## config.mk

```make
export PLATFORM = sky130hd
export DESIGN_NAME = axi_slice_fifo
export DESIGN_NICKNAME = d
export VERILOG_FILES = /design/src/rtl/axi_slice_pkg.sv /design/src/rtl/axi_slice_mem.sv /design/src/rtl/axi_slice_fifo.sv
export SDC_FILE = /design/constraint.sdc
export NUM_CORES = 1
export LEC_CHECK = 0
export BUFFER_PORTS_ARGS = -buffer_cell sky130_fd_sc_hd__buf_4
export CORE_UTILIZATION = 59
export CTS_CLUSTER_SIZE = 14
export DETAILED_ROUTE_END_ITERATION = 16
export GPL_TIMING_DRIVEN = 0
export MAX_ROUTING_LAYER = met4
export PLACE_DENSITY = 0.84
export RECOVER_POWER = 50
export SLEW_MARGIN = 20
export SYNTH_ARGS = -nofsm -noshare
export SYNTH_HDL_FRONTEND = slang
export SYNTH_SLANG_ARGS = --single-unit
```

## constraint.sdc

```tcl
create_clock -name clk -period 6.4 [get_ports clk]
set_input_delay 0 -clock clk [delete_from_list [all_inputs] [get_ports clk]]
set_output_delay 0 -clock clk [all_outputs]
set_load 0.01 [all_outputs]
```

## src/rtl/axi_slice_pkg.sv

```systemverilog
// Shared limits and width helpers for the axi_slice elastic buffer.
package axi_slice_pkg;

  localparam int unsigned DEPTH_MIN = 2;
  localparam int unsigned DEPTH_MAX = 256;

  function automatic int unsigned ptr_w(input int unsigned depth);
    return (depth > 1) ? $clog2(depth) : 1;
  endfunction

  function automatic int unsigned lvl_w(input int unsigned depth);
    return $clog2(depth + 1);
  endfunction

endpackage

```

## src/rtl/axi_slice_mem.sv

```systemverilog
// Simple dual-port storage: synchronous write, asynchronous read, no reset.
module axi_slice_mem
  import axi_slice_pkg::*;
#(
  parameter int unsigned DATA_WIDTH = 32,
  parameter int unsigned DEPTH      = 2
) (
  input  logic                        clk,
  input  logic                        wr_en,
  input  logic [ptr_w(DEPTH)-1:0]     wr_addr,
  input  logic [DATA_WIDTH-1:0]       wr_data,
  input  logic [ptr_w(DEPTH)-1:0]     rd_addr,
  output logic [DATA_WIDTH-1:0]       rd_data
);

  logic [DATA_WIDTH-1:0] mem [DEPTH];

  always_ff @(posedge clk) begin
    if (wr_en) begin
      mem[wr_addr] <= wr_data;
    end
  end

  assign rd_data = mem[rd_addr];

endmodule

```

## src/rtl/axi_slice_fifo.sv

```systemverilog
// DEPTH-entry valid/ready elastic buffer with registered outputs, flush, level and almost-full.
module axi_slice_fifo
  import axi_slice_pkg::*;
#(
  parameter int unsigned DATA_WIDTH  = 32,
  parameter int unsigned DEPTH       = 2,
  parameter int unsigned AFULL_LEVEL = DEPTH - 1
) (
  input  logic                       clk,
  input  logic                       rstn,
  input  logic                       flush,
  input  logic [DATA_WIDTH-1:0]      in_data,
  input  logic                       in_valid,
  output logic                       in_ready,
  output logic [DATA_WIDTH-1:0]      out_data,
  output logic                       out_valid,
  input  logic                       out_ready,
  output logic [$clog2(DEPTH+1)-1:0] level,
  output logic                       almost_full
);

  localparam int unsigned PTR_W = ptr_w(DEPTH);
  localparam int unsigned LVL_W = lvl_w(DEPTH);

  localparam logic [PTR_W-1:0] PTR_LAST  = PTR_W'(DEPTH - 1);
  localparam logic [LVL_W-1:0] LVL_FULL  = LVL_W'(DEPTH);
  localparam logic [LVL_W-1:0] LVL_AFULL = LVL_W'(AFULL_LEVEL);
  localparam logic [LVL_W-1:0] LVL_ONE   = LVL_W'(1);

  if (DEPTH < DEPTH_MIN || DEPTH > DEPTH_MAX) begin : g_depth_chk
    $error("axi_slice_fifo: DEPTH out of range");
  end
  if (AFULL_LEVEL < 1 || AFULL_LEVEL > DEPTH) begin : g_afull_chk
    $error("axi_slice_fifo: AFULL_LEVEL out of range");
  end

  function automatic logic [PTR_W-1:0] ptr_inc(input logic [PTR_W-1:0] p);
    return (p == PTR_LAST) ? '0 : p + PTR_W'(1);
  endfunction

  logic [PTR_W-1:0]      wr_ptr_q, wr_ptr_d;
  logic [PTR_W-1:0]      rd_ptr_q, rd_ptr_d;
  logic [PTR_W-1:0]      rd_ptr_next;
  logic [LVL_W-1:0]      level_q, level_d;
  logic                  in_ready_q, in_ready_d;
  logic                  out_valid_q, out_valid_d;
  logic [DATA_WIDTH-1:0] out_data_q, out_data_d;
  logic                  afull_q, afull_d;
  logic [DATA_WIDTH-1:0] mem_rd_data;
  logic                  push, pop, wr_en;

  assign push        = in_valid & in_ready_q;
  assign pop         = out_valid_q & out_ready;
  assign wr_en       = push & ~flush;
  assign rd_ptr_next = ptr_inc(rd_ptr_q);

  // Every word lands in the array; out_data mirrors the entry at rd_ptr.
  axi_slice_mem #(
    .DATA_WIDTH (DATA_WIDTH),
    .DEPTH      (DEPTH)
  ) u_mem (
    .clk     (clk),
    .wr_en   (wr_en),
    .wr_addr (wr_ptr_q),
    .wr_data (in_data),
    .rd_addr (rd_ptr_next),
    .rd_data (mem_rd_data)
  );

  always_comb begin
    wr_ptr_d    = wr_ptr_q;
    rd_ptr_d    = rd_ptr_q;
    level_d     = level_q;
    out_data_d  = out_data_q;
    out_valid_d = out_valid_q;
    if (flush) begin
      wr_ptr_d    = '0;
      rd_ptr_d    = '0;
      level_d     = '0;
      out_valid_d = 1'b0;
    end else begin
      if (push) wr_ptr_d = ptr_inc(wr_ptr_q);
      if (pop)  rd_ptr_d = rd_ptr_next;
      if (push && !pop) begin
        level_d = level_q + LVL_ONE;
      end else if (pop && !push) begin
        level_d = level_q - LVL_ONE;
      end
      // Next head comes from the array when one is queued behind, else straight from in_data.
      if (pop) begin
        if (level_q > LVL_ONE) begin
          out_data_d = mem_rd_data;
        end else if (push) begin
          out_data_d = in_data;
        end
      end else if (!out_valid_q && push) begin
        out_data_d = in_data;
      end
      out_valid_d = (level_d != '0);
    end
    in_ready_d = (level_d < LVL_FULL);
    afull_d    = (level_d >= LVL_AFULL);
  end

  always_ff @(posedge clk or negedge rstn) begin
    if (!rstn) begin
      wr_ptr_q    <= '0;
      rd_ptr_q    <= '0;
      level_q     <= '0;
      in_ready_q  <= 1'b0;
      out_valid_q <= 1'b0;
      out_data_q  <= '0;
      afull_q     <= 1'b0;
    end else begin
      wr_ptr_q    <= wr_ptr_d;
      rd_ptr_q    <= rd_ptr_d;
      level_q     <= level_d;
      in_ready_q  <= in_ready_d;
      out_valid_q <= out_valid_d;
      out_data_q  <= out_data_d;
      afull_q     <= afull_d;
    end
  end

  assign in_ready    = in_ready_q;
  assign out_valid   = out_valid_q;
  assign out_data    = out_data_q;
  assign level       = level_q;
  assign almost_full = afull_q;

endmodule

```

Word level (Yosys, flattened, before mapping)
Memory sizes are Yosys's and may differ from the RTL's.
Cells that the tools add are included.
Storage, ports and cells
  register bits after elaboration: 39
  bits in latches: 0
  memory bits (writable): 64
  bits in read-only memories: 0
  bits of input ports: 37
  output and inout port bits: 37
  word-level logic and storage cells: 48
  memories: 1
Operators by class
  $add $sub $neg: 4
  multiply operators: 0
  div/mod/pow operators: 0
  $lt $le $gt $ge: 3
  equality and inequality tests: 1
  shift operators: 0
  multiplexer cells: 17
  bitwise gates (word level): 4
  reduce and logical (&&, ||, !) cells: 11
Memories
  u_mem.mem: depth 2, width 32, read ports 1, clocked after Yosys merged registers in 0, write ports 1, line axi_slice_mem.sv:16  | logic [DATA_WIDTH-1:0] mem [DEPTH];
Operators by type and width (count)
  2-to-1 mux 32 bit: 4
  2-to-1 mux 1 bit: 9
  2-to-1 mux 2 bit: 4
  nonzero test 2 bit: 4
  AND 1 bit: 3
  logical AND 1 bit: 3
  logical NOT 1 bit: 3
  != test 3 x 2 -> 1 bit, second input constant: 1
  AND reduction 3 bit: 1
  adder 1 bit, second input constant: 2
  adder 2 x 1 -> 2 bit, second input constant: 1
  >= comparator 2 x 1 -> 1 bit, second input constant: 1
  greater-than comparator 2 x 1 -> 1 bit, second input constant: 1
  < comparator 2 bit, second input constant: 1
  subtractor 2 x 1 -> 2 bit, second input constant: 1
  inverter 1 bit: 1

Longest topological paths before layout
Gate-level depths: netlist (run 1).
  depth after elaboration: 8
  depth in mapped cells: 7
  gate-level depth less buffers: 5

Cells and area by module
From an unflattened synthesis (run 1), not the netlist that was laid out.
Unflattened totals
  cells, all modules: 275
  area total of the unflattened synthesis: 4300.4 um2
By module, submodules not included
  axi_slice_mem: times used 1, cells an instance 102, area each 2478.6 um2
  axi_slice_fifo: times used 1, cells an instance 173, area each 1821.7 um2

Least setup slack after synthesis (run 1)
No wires, ideal clock.
  path kind: register -> register
  from: reg in_ready_q, in the netlist in_ready
  to: mem u_mem.mem[1][0] (enable)
  setup time: 0.468 ns
  arrival time: 3.150 ns
  required time: 5.932 ns
  path slack: 2.783 ns
  cell stages (with the launch flop): 4
  path buffers: 1
  period minus slack after synthesis: 3.617 ns
  path through: dfrtp_1 > buf_2 > nand2_1 > nor3b_1
Between the ends
  word-level cells in the longest chain between the ends: 4
Ends and longest elaborated chain
  start: declaration: line axi_slice_fifo.sv:45  | logic in_ready_q, in_ready_d;
  start signal: assignment: line axi_slice_fifo.sv:118  | in_ready_q <= in_ready_d;
  AND 1 bit: line axi_slice_fifo.sv:52  | assign push = in_valid & in_ready_q;
  AND 1 bit: line axi_slice_fifo.sv:54  | assign wr_en = push & ~flush;
  2-to-1 mux 1 bit: line axi_slice_mem.sv:19  | if (wr_en) begin
  2-to-1 mux 1 bit (not written as such): line axi_slice_mem.sv:20  | mem[wr_addr] <= wr_data;
  end: declaration: line axi_slice_mem.sv:16
Every way passes these cells.

==> results of run 1 <==
metal layers:
| layer | up-vias | global-route usage (%) | share of wire [%] |
|---|---|---|---|
| met1 | 1502 | 34.2 | 41 |
| li1 | 1343 | - | - |
| met3 | 17 | 4.55 | 6.3 |
| met2 | 129 | 46.7 | 51 |
| met4 | 0 | 11.8 | 1.7 |
| met5 | - | - | 0 |
state kept, by name, summed over array words and instances, names as in the netlist:
signal,count
out_valid,1
level,2
in_ready,1
out_data,32
rd_ptr_q,1
wr_ptr_q,1
u_mem.mem,64
almost_full,1
worst reg2reg max path: stages (launching register included):
cell and delay (ps):
dfrtp_1 350, buf_2 210, nand2_1 230, nor3b_2 410, buf_4 260, buf_6 170, buf_4 190
metrics by stage:
| step | util, % | hold WS (ps) | instances |
|---|---|---|---|
| global route | 77.5 | 184 | 508 |
| CTS | 80.2 | 117 | 508 |
| finish | 77.5 | 135 | 508 |
| global placement | 71.9 | 18.0 | 451 |
| detailed placement | 73.0 | 13.0 | 459 |
| floorplan | - | -296 | 283 |
layout by cell type, fill, tap and decap left out, drive strengths merged:
cell and count:
nand4 1, a211o 1, and2 1, a21oi 4, buf 42, nand2 2
a221o 2, ha 1, a211oi 2, and3 1, nor2 4, nor3 1
dlygate4sd3 33, nor3b 1, xnor2 1, clkinv 2, clkinvlp 2, mux2i 64
dfrtp 39, nand4b 1, nand3 32, a22o 32, clkbuf 72, xor2 1
edfxtp 64, xnor3 1, o311ai 1, inv 3, mux2 1
where the power goes:
group / switching, mW / total [mW] / internal [mW]
combinational: 0.337 / 0.649 / 0.311
clock: 0.217 / 0.359 / 0.142
sequential: 0.0944 / 0.963 / 0.868
total: 0.649 / 1.97 / 1.32
final cells by class:
type,instances,area (um2)
timing repair buffer,113,751
sequential,103,2900
multi-input combinational,155,1290
fill,476,1560
buffer,23,120
tap,96,120
inverter,2,7.51
clock buffer,11,131
clock inverter,5,33.8
path summary, 6_finish.rpt:
kind | start | end | slack (ps) | cells past startpoint
max in group clk | in_ready | u_mem.mem[1][28] | 4280 | 6
worst max register to register | in_ready | u_mem.mem[1][28] | 4280 | 6
min in group asynchronous | rstn | out_data[30] | 840 | 2
worst min register to register | out_data[6] | out_data[6] | 510 | 1
worst max-delay path | rstn | out_data[24] | 4280 | 2
worst min-delay path | out_ready | level[1] | 130 | 3
cell families after synthesis:
kind of cell               synth area share (%)
xor gates and xnor gates                  0.930
buffers and inverters                      2.96
DFF                                        67.3
and+or+nand+nor                            5.17
muxes                                      15.1
AOI/OAI and AO/OA                          8.20
adders and majority gates                 0.291
==> out/metrics.csv, run 1 <==
metric,value,unit
nNetsFinal,445,
cts_setup_buffers,0,
synthArstFlopShare,37.9,%
p_leak,2.23,nW
detail-route-antenna-nets,0,
hold_path.class,in2reg,
gr-total-overflow,0,
critPathArrivalTime,2130,ps
maxCapViolCount,1,
final_design_area_no_fill,5350,um2
path_class,in2async,
grt_first_pass_wirelength,15.1,mm
drive_above_1_share,14.1,%
path_clk_slew,90,ps
hpwl,6.30,mm
totalNegativeSetupSlack,0,ps
failed_checks,"capacitance limit, slew limit",
synth_cell_types,28,
antenna_cells,0,
worst_ir_drop_vdd,243,uV
dieArea,7640,um2
placed_cell_area,5040,um2
cts-root-buf,clkbuf_8,
cp_max_fo,39,
cts_buffers,9,
io_pins,74,
pre_cts_ws,4310,ps
outcome,"complete, but fails checks",
syn-cell-area,4310,um2
fin_crit_sh,33.1,%
relSlewSlack,-49.7,%
numClockSinks,103,
syn_to_final_growth,24.3,%
firstDrtPassIters,7,
die_w,87.4,um
fin_crit,2120,ps
grtUsageTotal,28.0,%
worst_setup_path_start_kind,input port,
cp_num_buf_inv,2,
rsz0062_at_grt,no,
postCtsHoldBufs,33,
worstPathRequired,6420,ps
max_stage_delay,1600,ps
place.gp.congestion,0.846,
slew_viol_final,40,
wl_per_cell,19.0,um
core_region_area,6910,um2
yosys-top-cells-count,"edfxtp_1, mux2i_1, dfrtp_1, a22o_1, nand3_1",
fin_skew,12.1,ps
antenna_found_initial,0,
netlist.area_leader.share,44.6,%
clk-insertion-delay-late,370,ps
fmax,0.471,GHz
crit_slowest_cell,clkbuf_1,
synth_edf_count,64,
synth_top_cell_by_area,edfxtp_1,
ys_seq_area_share,67.3,%
critical_path.cell_chain,dlygate4sd3_1 -> clkbuf_1,
finalWirelength,9.66,mm
synth-main-ff-cell,edfxtp_1,
postSynthCellCount,283,
hold_viol_final,0,
drc,0,
cp-end-kind,asynchronous set/reset pin,
grt_pass1_vias,3035,
dieHeight,87.4,um
power_density,368,nW/um2
critPathTopFamily,buffers and inverters,
avgSynthCellArea,15.2,um2
tightestPinTransition,2250,ps
worst_slack,4280,ps
syn_nets,321,
yosys-top-cells-area,"edfxtp_1, dfrtp_1, mux2i_1",
via_per_inst,5.89,
setup_viol_count_final,0,
cts_resized,0,
dr_total_vias,2991,
grt_max_degree,40,
clk_path_buf_depth,2,
yosys_warnings,0,
cts_tree,yes,
drt_iter0_markers,187,
finalPower,1.97,mW
initial_core_util,62.3,%
ys_ff_latch,103,
portBuffers,72,
placementRows,30,
cts_max_level,3,
Power figures use the tool's default switching activity.
==> inputs of run 2 (changes only) <==
Settings changed: CORE_UTILIZATION 59 to 50, PLACE_DENSITY 0.84 to 0.76.
Clock period 6.4 ns to 1.7 ns, I/O delays scaled along.
==> run 2 against run 1 <==
  * The flow finishes with violations (setup timing)
  * Final area rose by 5.2%
  * Combinational power increased to 4.3 times the previous value
  * Clock skew shrank 2.6 ps
  * Global-route usage is 5.1 points lower
  * Non-clock buffer count up 3
  * Hold slack better by 2.5 ps
  * Sequential power rose to 3.7 times the previous value
  * Register-to-register slack worse by 4500 ps
  * Cell count grew 2.4%
  * First-iteration DRC count decreased by 16%
  * Via count is 3.9% lower
  * Die area up 18%
==> out/metrics.csv, run 2 (same netlist as run 1, synthesis figures left out) <==
metric,value,unit,change
wl_per_cell,18.2,um,-4.5%
firstDrtPassIters,4,,-3
fin_crit,1890,ps,
hpwl,5.82,mm,-7.7%
path_clk_slew,90,ps,about the same
dr_total_vias,2874,,-3.9%
setup_viol_count_final,32,,+32
initial_core_util,52.1,%,-10 points
p_seq_share,43.9,%,-5.0 points
cp_num_buf_inv,2,,unchanged
fmax,0.528,GHz,
cts_max_level,3,,unchanged
rr_worst_depth,6,,unchanged
detail-route-antenna-nets,0,,unchanged
rsz0062_at_grt,yes,,
failed_checks,setup timing,,
drt-met1-wl,4.05,mm,+2.6%
intPower,5.74,mW,+330%
antenna_cells,0,,unchanged
clk-insertion-delay-late,370,ps,about the same
grtUsageTotal,23.0,%,-5.1 points
slew_viol_final,0,,-100%
dieHeight,94.8,um,+8.4%
multi_input_area,1330,um2,+3.3%
grt_first_pass_wirelength,14.6,mm,-3.2%
clk_path_buf_depth,2,,unchanged
antenna_found_initial,0,,unchanged
nNetsFinal,448,,+0.67%
drc,0,,unchanged
largest_reg_flops,64,,unchanged
gr-total-overflow,0,,unchanged
swShare,29.6,%,-3.3 points
seqCellArea,2900,um2,about the same
nFillCells,630,,+32%
outcome,"complete, but fails checks",,
pwr-share-comb,34.0,%,+1.1 points
path_class,reg2reg,,
holdWs,137,ps,+2.52 ps
finalPower,8.15,mW,+310%
final_cell_mix,"mux2i_1, edfxtp_1, buf_4, clkbuf_1, dfrtp_1",,
tightestPinTransition,1050,ps,-1200 ps
finalWirelength,9.44,mm,-2.3%
critPathArrivalTime,2150,ps,+20 ps
placed_cell_area,5080,um2,+0.82%
cts-root-buf,clkbuf_8,,
portBuffers,72,,unchanged
power.switching,2.42,mW,+270%
place.gp.congestion,0.784,,-7.3%
worstReg2RegEnd,out_data[28],,
cp-end-kind,flip-flop,,
placementRows,33,,+10%
hold_path.class,in2reg,,
cts_tree,yes,,
drive_above_1_share,21.0,%,+6.9 points
hold_viol_final,0,,unchanged
via_per_inst,5.53,,-6.1%
r2r_start,level[0],,
power_density,1450,nW/um2,+290%
worst_setup_path_start_kind,flip-flop,,
critical_path.cell_chain,ha_2 -> nand4b_1 -> buf_6 -> a221o_4 -> buf_8 -> a22o_1,,
cts_buffers,9,,unchanged
grt_pass1_vias,2868,,-5.5%
drt_iter0_markers,158,,-16%
max_stage_delay,440,ps,-1160 ps
numClockSinks,103,,unchanged
relSlewSlack,30.0,%,+80 points
worst_slack,-194,ps,-4470 ps
syn_to_final_growth,30.7,%,
r2r_slack,-190,ps,-4470 ps
fin_crit_sh,111,%,
p_leak,2.39,nW,+7.4%
dr_wl_met3,470,um,-23%
power_frac_clock,22.1,%,+3.9 points
critPathTopFamily,compound AO/OA/AOI/OAI gates,,
worstPathRequired,1950,ps,-4470 ps
maxCapViolCount,0,,-1
pre_cts_ws,-249,ps,-4560 ps
worst_ir_drop_vdd,939,uV,+290%
hold_end,level[1],,
top_register,u_mem.mem,,
cp_max_fo,10,,-74%
die_w,94.8,um,+8.4%
routed-wl-met2,4.78,mm,-3.3%
hold_depth,3,,unchanged
worstHoldStart,out_ready,,
crit_slowest_cell,a221o_4,,
io_pins,74,,unchanged
routed.top_layer,met4,,
dieArea,8990,um2,+18%
core_region_area,8260,um2,+20%
final_design_area_no_fill,5630,um2,+5.2%
grt_max_degree,40,,unchanged
fin_skew,9.44,ps,-2.62 ps
utilization,68.2,%,-9.3 points
run 2: cell types whose count changed in the layout (fill, tap and decap cells not counted), moves of 2 or more:
cell,change
buf_2,-3
buf_4,+16
buf_8,+5
bufinv_16,+3
clkbuf_1,-21
clkbuf_4,+4
clkinvlp_4,-2
run 2: cell type report:
cell class,instances,area share (%)
flip-flops and latches,103,51.5
multi-input cells,155,23.7
repair buffers,116,15.6
clock buffers,12,2.58
plain buffers,23,2.47
well taps,105,2.33
clock inverters,4,1.69
inverters,2,0.133
run 2: power groups by stage:
stage               combinational (mW)  clock, mW  sequential [mW]
global route                      3.00       1.93             3.65
detailed placement                2.63          0             3.66
finish                            2.77       1.80             3.58
CTS                               2.79       1.84             3.58
global placement                  2.53          0             3.64
floorplan                         1.30          0             3.81
run 2: what timing repair did:
action                                  CTS  global route
endpoints found under the setup margin   65            32
cloned                                    1             1
gates resized for setup                   6             7
hold buffers                             33             0
hold endpoints to repair                103             0
pin swaps                                 4             2
buffers inserted                          5             0
run 2: through the flow:
| step | std cells | setup TNS (ps) |
|---|---|---|
| 6_report | 520 | -5400 |
| 5_1_grt | 520 | -6300 |
| 4_1_cts | 519 | -4040 |
| 3_5_place_dp | 464 | -11760 |
| 3_3_place_gp | 460 | -45230 |
| 2_1_floorplan | 283 | -13090 |
run 2: how the worst max path moves through the flow:
stage	start	end	slack [ps]	cells after the start
after global placement	in_ready	u_mem.mem[1][9]	-670	3
after global routing	level[0]	out_data[28]	-220	6
after floorplan	in_ready	u_mem.mem[1][0]	-210	3
after CTS	level[0]	out_data[8]	-150	6
final	level[0]	out_data[28]	-190	6
after detailed placement	level[1]	out_data[8]	-250	7
run 2: per-layer routing:
layer	vias up	track usage (%)
li1	1350	-
met1	1417	28.5
met2	92	37.2
met3	15	3.86
met4	0	10.1
met5	-	-
run 2: worst min-delay path, stage by stage:
cell and delay, ps:
buf_4 120, nand2_1 210, a211oi_1 120
==> inputs of run 3 (changes only) <==
Settings changed: REMOVE_ABC_BUFFERS from default to 1.
==> run 3 against run 2 <==
  * The run still ends with setup timing left
  * First-iteration DRC count fell by 30%
  * Clock power is 17% lower
  * Critical path depth shrank 1
  * Setup slack gained 140 ps
  * Clock skew barely moved
  * Total power shrank 0.36%
  * Cell count shrank 0.77%
  * Fmax is 7.8% higher
==> out/metrics.csv, run 3 (same netlist as run 1, synthesis figures left out) <==
metric,value,unit,change
outcome,"complete, but fails checks",,
failed_checks,setup timing,,
crit_slowest_cell,a221o_4,,
final_cells,516,,-0.77%
grtUsageTotal,26.3,%,+3.3 points
critical_path.cell_chain,ha_4 -> nand4b_1 -> buf_6 -> a221o_4 -> a22o_1,,
dieArea,8990,um2,unchanged
worstPathRequired,1950,ps,about the same
hold_end,level[1],,
drc,0,,unchanged
hold_depth,3,,unchanged
die_w,94.8,um,unchanged
worst_ir_drop_vdd,812,uV,-14%
grt_pass1_vias,3050,,+6.3%
cts_tree,yes,,
final_cell_mix,"mux2i_1, edfxtp_1, buf_4, clkbuf_1",,
fin_crit_sh,103,%,-8.1 points
critPathTopFamily,compound AO/OA/AOI/OAI gates,,
path_clk_slew,90,ps,about the same
worstHoldStart,out_ready,,
drive_above_1_share,22.6,%,+1.7 points
dp_cells,449,,-3.2%
cts_max_level,3,,unchanged
clk_path_buf_depth,2,,unchanged
hold_viol_final,0,,unchanged
grt_first_pass_wirelength,16.6,mm,+13%
drt_iter0_markers,110,,-30%
dieHeight,94.8,um,unchanged
io_pins,74,,unchanged
rr_worst_depth,5,,-1
top_register,u_mem.mem,,
wl_per_cell,20.5,um,+13%
max_stage_delay,460,ps,+20 ps
grt_max_degree,40,,unchanged
worst_slack,-56.9,ps,+137 ps
gr-total-overflow,0,,unchanged
dr_total_vias,2950,,+2.6%
finalWirelength,10.6,mm,+12%
syn_to_final_growth,31.9,%,
detail-route-antenna-nets,0,,unchanged
cts-root-buf,clkbuf_8,,
place.gp.congestion,0.685,,-13%
holdWs,143,ps,+5.29 ps
fin_skew,9.60,ps,+0.159 ps
worstReg2RegEnd,out_data[30],,
fmax,0.569,GHz,+7.8%
path_class,reg2reg,,
initial_core_util,52.1,%,unchanged
antenna_cells,0,,unchanged
cp-end-kind,flip-flop,,
r2r_slack,-60,ps,+140 ps
hpwl,5.44,mm,-6.5%
r2r_start,level[0],,
firstDrtPassIters,4,,unchanged
critPathArrivalTime,2010,ps,-140 ps
tightestPinTransition,1120,ps,+65.4 ps
core_region_area,8260,um2,unchanged
clk-insertion-delay-late,360,ps,about the same
placementRows,33,,unchanged
cp_max_fo,8,,-2
worst_setup_path_start_kind,flip-flop,,
maxCapViolCount,0,,unchanged
hold_path.class,in2reg,,
slew_viol_final,0,,unchanged
rsz0062_at_grt,yes,,
fin_crit,1760,ps,-137 ps
nNetsFinal,445,,-0.67%
cp_num_buf_inv,1,,-1
via_per_inst,5.72,,+3.4%
antenna_found_initial,0,,unchanged
cts_buffers,9,,unchanged
largest_reg_flops,64,,unchanged
numClockSinks,103,,unchanged
relSlewSlack,25.6,%,-4.4 points
portBuffers,73,,+1.4%
p_leak,2.40,nW,+0.32%
setup_viol_count_final,24,,-25%
power_density,1430,nW/um2,-1.2%
==> run 3: worst min-delay path: stages <==
cell and delay [ps]:
buf_4 120, nand2_1 210, a211oi_1 120
==> run 3: area by class of cell <==
type / instances / area [um2]
flip-flops and latches: 103 / 2910
fillers: 615 / 2580
multi-input cells: 158 / 1410
repair buffers: 133 / 1030
clock buffers: 12 / 145
well taps: 105 / 131
clock inverters: 3 / 45.0
inverters: 2 / 7.51
==> run 3: per-stage QoR <==
step           util [%]  setup slack (ps)  total power, mW  area, um2  setup TNS [ps]
2_1_floorplan         -             -2440             4.96       4190         -211410
3_3_place_gp       58.9             -4540             6.07       4860         -389220
3_5_place_dp       61.0             -1120             6.22       5030          -89210
4_1_cts            69.6             -50.4             8.06       5750            -545
5_1_grt            68.8             -93.0             8.52       5680           -1540
6_report           68.8             -56.9             8.12       5680            -424
==> run 3: per-layer routing <==
metal  global-route usage (%)  part of all wire (%)
met5                        -                     0
met3                     5.07                   4.7
met1                     34.2                    45
met4                     7.45                   1.3
met2                     42.3                    49
==> run 3: power breakdown <==
group	internal, mW	leakage [nW]	switching [mW]	total, mW
logic	1.55	1.25	1.37	2.93
registers	3.28	1.06	0.414	3.70
clock network	0.715	0.0887	0.786	1.50
total	5.55	2.40	2.57	8.12
==> run 3: worst max path at each step <==
stage / from / to / slack (ps) / cells after the start
detailed placement: in_ready / u_mem.mem[1][27] / -1120 / 4
global route: level[1] / out_data[10] / -90 / 8
CTS: level[1] / out_data[14] / -50 / 6
finish: level[0] / out_data[30] / -60 / 5
floorplan: in_ready / u_mem.mem[1][0] / -2440 / 2
global placement: in_ready / u_mem.mem[1][27] / -4540 / 2
==> run 3: timing repair <==
item,4_1_cts,5_1_grt
gates cloned,3,0
setup buffers,9,6
pin swaps,39,6
hold endpoints to repair,109,0
hold buffers,34,0
resized for setup,16,2
endpoints found under the setup margin,99,58
